### config.mk
export PLATFORM = sky130hd
export DESIGN_NAME = serial_full_adder
export DESIGN_NICKNAME = d
export VERILOG_FILES = /design/src/rtl/serial_full_adder.sv
export SDC_FILE = /design/constraint.sdc
export NUM_CORES = 1
export LEC_CHECK = 0
export ABC_AREA = 1
export BUFFER_PORTS_ARGS = -buffer_cell sky130_fd_sc_hd__buf_2
export CORE_MARGIN = 3
export CORE_UTILIZATION = 51
export CTS_CLUSTER_DIAMETER = 50
export DETAILED_ROUTE_END_ITERATION = 12
export PLACE_DENSITY = 0.74
export SLEW_MARGIN = 30
export SYNTH_ARGS = -nofsm -noshare
export SYNTH_HDL_FRONTEND = slang
export SYNTH_SLANG_ARGS = --single-unit
### constraint.sdc
create_clock -name clk -period 1.9 [get_ports clk]
set_input_delay 0.38 -clock clk [delete_from_list [all_inputs] [get_ports clk]]
set_output_delay 0.38 -clock clk [all_outputs]
set_load 0.01 [all_outputs]
### src/rtl/serial_full_adder.sv
`default_nettype none
`timescale 1ns/1ps
// ============================================================================
//  Module      : serial_full_adder
//  Description : Multi-cycle adder/subtractor. A single DIGIT-bit ripple
//                slice is reused LSB-first over WIDTH/DIGIT clock cycles,
//                with the carry (or borrow) held in a flop between digits.
//
//  Ports
//    clk       in   clock, all state changes on the rising edge
//    rst       in   synchronous active-high reset
//    start     in   request a new operation, sampled only while busy=0
//    mode      in   0 = add, 1 = subtract (latched with the operands)
//    carryin   in   carry-in (add) / borrow-in (subtract), latched
//    x, y      in   WIDTH-bit operands, latched on an accepted start
//    sum       out  WIDTH-bit registered result, held until next completion
//    carryout  out  registered carry-out (add) / borrow-out (subtract)
//    busy      out  high while an operation is in flight
//    done      out  one-cycle pulse when sum/carryout are updated
//
//  Revision    : 1.0  initial release
// ============================================================================
module serial_full_adder #(
    parameter int WIDTH = 8,
    parameter int DIGIT = 1
) (
    input  logic             clk,
    input  logic             rst,
    input  logic             start,
    input  logic             mode,
    input  logic             carryin,
    input  logic [WIDTH-1:0] x,
    input  logic [WIDTH-1:0] y,
    output logic [WIDTH-1:0] sum,
    output logic             carryout,
    output logic             busy,
    output logic             done
);

    // ------------------------------------------------------------------------
    // Elaboration-time parameter sanity
    // ------------------------------------------------------------------------
    generate
        if (WIDTH < 1 || DIGIT < 1 || (WIDTH % DIGIT) != 0) begin : g_bad_params
            $error("serial_full_adder: WIDTH must be >= 1 and a multiple of DIGIT");
        end
    endgenerate

    localparam int                 c_num_digits = WIDTH / DIGIT;
    localparam int                 c_cnt_w      = (c_num_digits > 1) ? $clog2(c_num_digits) : 1;
    localparam logic [c_cnt_w-1:0] c_last_digit = c_cnt_w'(c_num_digits - 1);

    localparam logic [0:0] c_st_idle = 1'b0;
    localparam logic [0:0] c_st_run  = 1'b1;

    // ------------------------------------------------------------------------
    // State
    // ------------------------------------------------------------------------
    logic [0:0]         r_state;
    logic [WIDTH-1:0]   r_xs;      // operand A, doubles as the result shift register
    logic [WIDTH-1:0]   r_ys;      // operand B, shifted right one digit per cycle
    logic               r_mode;
    logic               r_carry;   // internal carry between digits
    logic [c_cnt_w-1:0] r_cnt;

    // ------------------------------------------------------------------------
    // DIGIT-bit ripple slice. Subtraction feeds ~y into the slice; the
    // inversion of carryin is applied once, when the carry flop is loaded.
    // ------------------------------------------------------------------------
    logic [DIGIT-1:0] w_a;
    logic [DIGIT-1:0] w_b;
    logic [DIGIT-1:0] w_s;
    logic [DIGIT:0]   w_c;

    assign w_a    = r_xs[DIGIT-1:0];
    assign w_b    = r_ys[DIGIT-1:0] ^ {DIGIT{r_mode}};
    assign w_c[0] = r_carry;

    genvar gi;
    generate
        for (gi = 0; gi < DIGIT; gi++) begin : g_fa
            assign w_s[gi]   = w_a[gi] ^ w_b[gi] ^ w_c[gi];
            assign w_c[gi+1] = (w_a[gi] & w_b[gi]) | (w_c[gi] & (w_a[gi] ^ w_b[gi]));
        end
    endgenerate

    // ------------------------------------------------------------------------
    // Shift paths. Result digits enter r_xs from the top as operand digits
    // leave from the bottom, so after N digits r_xs holds the full result.
    // ------------------------------------------------------------------------
    logic [WIDTH-1:0] w_xs_next;
    logic [WIDTH-1:0] w_ys_next;

    generate
        if (WIDTH == DIGIT) begin : g_single_digit
            assign w_xs_next = w_s;
            assign w_ys_next = '0;
        end else begin : g_multi_digit
            assign w_xs_next = {w_s, r_xs[WIDTH-1:DIGIT]};
            assign w_ys_next = {{DIGIT{1'b0}}, r_ys[WIDTH-1:DIGIT]};
        end
    endgenerate

    // ------------------------------------------------------------------------
    // Control FSM with registered outputs
    // ------------------------------------------------------------------------
    always_ff @(posedge clk) begin
        if (rst) begin
            r_state  <= c_st_idle;
            r_xs     <= '0;
            r_ys     <= '0;
            r_mode   <= 1'b0;
            r_carry  <= 1'b0;
            r_cnt    <= '0;
            sum      <= '0;
            carryout <= 1'b0;
            busy     <= 1'b0;
            done     <= 1'b0;
        end else begin
            done <= 1'b0;
            case (r_state)
                c_st_idle: begin
                    if (start) begin
                        r_xs    <= x;
                        r_ys    <= y;
                        r_mode  <= mode;
                        // subtract runs as x + ~y + ~borrow_in
                        r_carry <= carryin ^ mode;
                        r_cnt   <= '0;
                        busy    <= 1'b1;
                        r_state <= c_st_run;
                    end
                end
                c_st_run: begin
                    r_xs    <= w_xs_next;
                    r_ys    <= w_ys_next;
                    r_carry <= w_c[DIGIT];
                    r_cnt   <= r_cnt + 1'b1;
                    if (r_cnt == c_last_digit) begin
                        sum      <= w_xs_next;
                        // borrow is the inverted final carry
                        carryout <= w_c[DIGIT] ^ r_mode;
                        done     <= 1'b1;
                        busy     <= 1'b0;
                        r_state  <= c_st_idle;
                    end
                end
                default: begin
                    r_state <= c_st_idle;
                    busy    <= 1'b0;
                end
            endcase
        end
    end

endmodule
`default_nettype wire

==> summary.md <==
| Metric | Value |
|---|---|
| Maximum root-to-sink buffer count | `2` |
| Worst min-delay path class | `input port to register` |
| Fillcell total | `241` |
| Net Count, Synth | `223` |
| F_max | `697.8 MHz` |
| FF-to-FF setup slack | `0.47 ns` |
| Pwr/cell area | `774.6 nW/um^2` |
| Antenna violations before repair | `0` |
| GPL Wtd Cong | `0.7630` |
| Ys async rst share | `0` |
| # rows | `18` |
| Worst-margin pin slew | `0.3276 ns` |
| Hold endpoint | `r_cnt[1]` |
| First-pass GRT wire length | `5.023 mm` |
| Gr ovfl total | `0` |
| Distinct cells, synth | `20` |
| Number of post-CTS setup repair buffers | `0` |
| Cells after synthesis | `199` |
| Die area | `3473 um^2` |
| Total GRT Usage | `0.1910` |
| Final nets | `257` |
| Antenna Nets Post-Route | `0` |
| Mux cell area share after synthesis | `0` |
| Die width | `58.93 um` |
| Die height | `58.93 um` |
| Cts bufs inserted | `5` |
| Largest net degree at the start of global routing | `19` |
| Clock slew at reported path FFs | `0.10 ns` |
| Crit end category | `register` |
| Slew headroom | `0.7812` |
| Tmin final | `1.433 ns` |
| Drt total wl | `3.073 mm` |
| Post-Syn Area | `1429 um^2` |
| Synth Area in XOR/XNOR | `0.01226` |
| Setup tns final | `0 ns` |
| Max-Cap Viols | `0` |
| Initial Util | `0.5565` |
| Root Driver | `clkbuf_4` |
| Area of the multi-input gates | `624.3 um^2` |
| Slew Limit Fails | `0` |
| Worst Setup Slack, final | `0.4669 ns` |
| Worst path required time | `2.19 ns` |
| Adder-cell share of the synthesized area | `0.03152` |
| Synth cell count leaders | `nand2_1, nand3_1, dfxtp_1, inv_1, a21oi_1` |
| WL/cell | `11.64 um` |
| Synth Warn # | `0` |
| DRC | `0` |
| Hold buffers post-CTS | `0` |
| Seq/Total Area, Yosys | `0.4623` |
| Non-filler instance count after layout | `264` |
| DP Wirelength | `2.150 mm` |
| H-tree depth | `2` |
| Top-count cell post-synth | `nand2_1` |
| Final Hold Viols | `0` |
| Largest family of logic cells by synthesized area | `simple AND/OR/NAND/NOR gates` |
| Fin crit share | `0.7543` |
| Lkg Pwr | `0.9081 nW` |
| Syn_area_per_cell | `7.180 um^2` |
| Worst R2R Start | `r_mode` |
| Placed cell count | `256` |
| Main synth FF type | `dfxtp_1` |
| Core area | `2567 um^2` |
| Hold depth | `2` |
| Layout area overhead | `15.67%` |
| CP Data Arrival Time | `1.72 ns` |
| R2r worst-path depth | `6` |
| Simple-Gate Fraction of Synth Area | `0.3581` |
| CTS sink count | `33` |
| Compound-gate portion of the synthesized area | `0.03503` |
| Worst-skew pair later-pin latency | `0.34 ns` |
| I/O pin count | `32` |
| PostCTS Resize Cnt | `0` |
| R2r endpoint | `r_xs[7]` |
| Flops & latches, synth | `33` |
| Startpoint types | `register` |
| RSZ-0062 raised after global routing | `false` |
| Peak supply drop | `0.5385 mV` |
| N_diodes | `0` |
| DR vias | `1331` |
| # setup viols final | `0` |
| Synth top area share | `0.4623` |
| Port Buf Inserts | `31` |
| Iteration-0 DRC Markers | `77` |
| Sequential Area | `660.6 um^2` |
| Hold path start | `rst` |
| Setup WS pre-CTS | `0.4917 ns` |
| Synth top area cells | `dfxtp_1, nand2_1, nand3_1` |
| Setup CP Type | `register to register` |
| Detailed Routing Iterations Pass 1 | `4` |
| Largest area contributor in the netlist | `dfxtp_1` |
| DR vias/cell | `5.042` |
| Worst-path fanout max | `3` |
| Vias in the first global route | `1183` |
| Share of cells above drive strength 1 | `0.2137` |
| Fin Clk Skew | `0.009899 ns` |
| Status | `completed` |
| CTS tree | `built` |
| EDFF count, synth | `0` |
## state kept, by name, summed over array words and instances (netlist names)
register	cells
busy	1
carryout	1
done	1
r_carry	1
r_cnt	3
r_mode	1
r_state	1
r_xs	8
r_ys	8
sum	8
## placed cells by master, fill, tap and decap left out, types with 3 or more instances in the layout
cell type and instances:
a21oi_1 7, buf_2 31, buf_4 5, clkbuf_4 5, dfxtp_1 33, inv_1 20
inv_2 3, nand2_1 69, nand3_1 39, nor2_1 6, o21ai_0 3
## power by group
group / internal, mW / switching, mW / total [mW]
logic: 0.0636 / 0.0910 / 0.155
registers: 0.721 / 0.0218 / 0.743
clock network: 0.141 / 0.242 / 0.383
## worst max-delay path by stage
stage                      start      end  slack [ns]
after detailed placement  r_mode  r_xs[7]        0.49
final                     r_mode  r_xs[7]        0.47
after CTS                 r_mode  r_xs[7]        0.47
after global placement    r_mode  r_xs[7]        0.53
after floorplan           r_mode  r_xs[7]        0.56
after global routing      r_mode  r_xs[7]        0.41
## per-stage QoR
stage	area (um^2)	util	power, mW	hold WS, ns
detailed placement	1602	0.6238	0.9126	0.4561
CTS	1653	0.6438	1.281	0.2723
floorplan	1429	-	0.8636	0.4368
finish	1653	0.6438	1.280	0.2700
global placement	1602	0.6238	0.9064	0.4520
global route	1653	0.6438	1.343	0.2601
## routing by layer
| metal | track usage | vias up | part of all wire |
|---|---|---|---|
| met5 | 0 | - | 0 |
| met4 | 0.08738 | 0 | 0.012 |
| met3 | 0.07895 | 6 | 0.075 |
| met2 | 0.2950 | 35 | 0.44 |
| met1 | 0.2307 | 600 | 0.47 |
| li1 | - | 690 | - |
## critical path, stage by stage (launching register included)
cell and delay, ns:
dfxtp_1 0.38, xnor2_1 0.15, fa_1 0.44, or2_0 0.24, nand3_1 0.08, nand2_1 0.05, inv_1 0.05
## layout make-up
cell class	instances	share of cell area
clock buffers	6	0.02498
clock inverters	2	0.006056
inverters	23	0.05223
multi-input cells	134	0.3777
flip-flops and latches	33	0.3997
well taps	30	0.02271
repair buffers	36	0.1166
## logic make-up after synthesis
kind of cell / after synthesis
fa+ha+maj: 3
compound gates: 10
simple gates: 119
flops: 33
xor+xnor: 2
buf+inv: 32
Note: power is estimated with default switching activity, not from simulation.
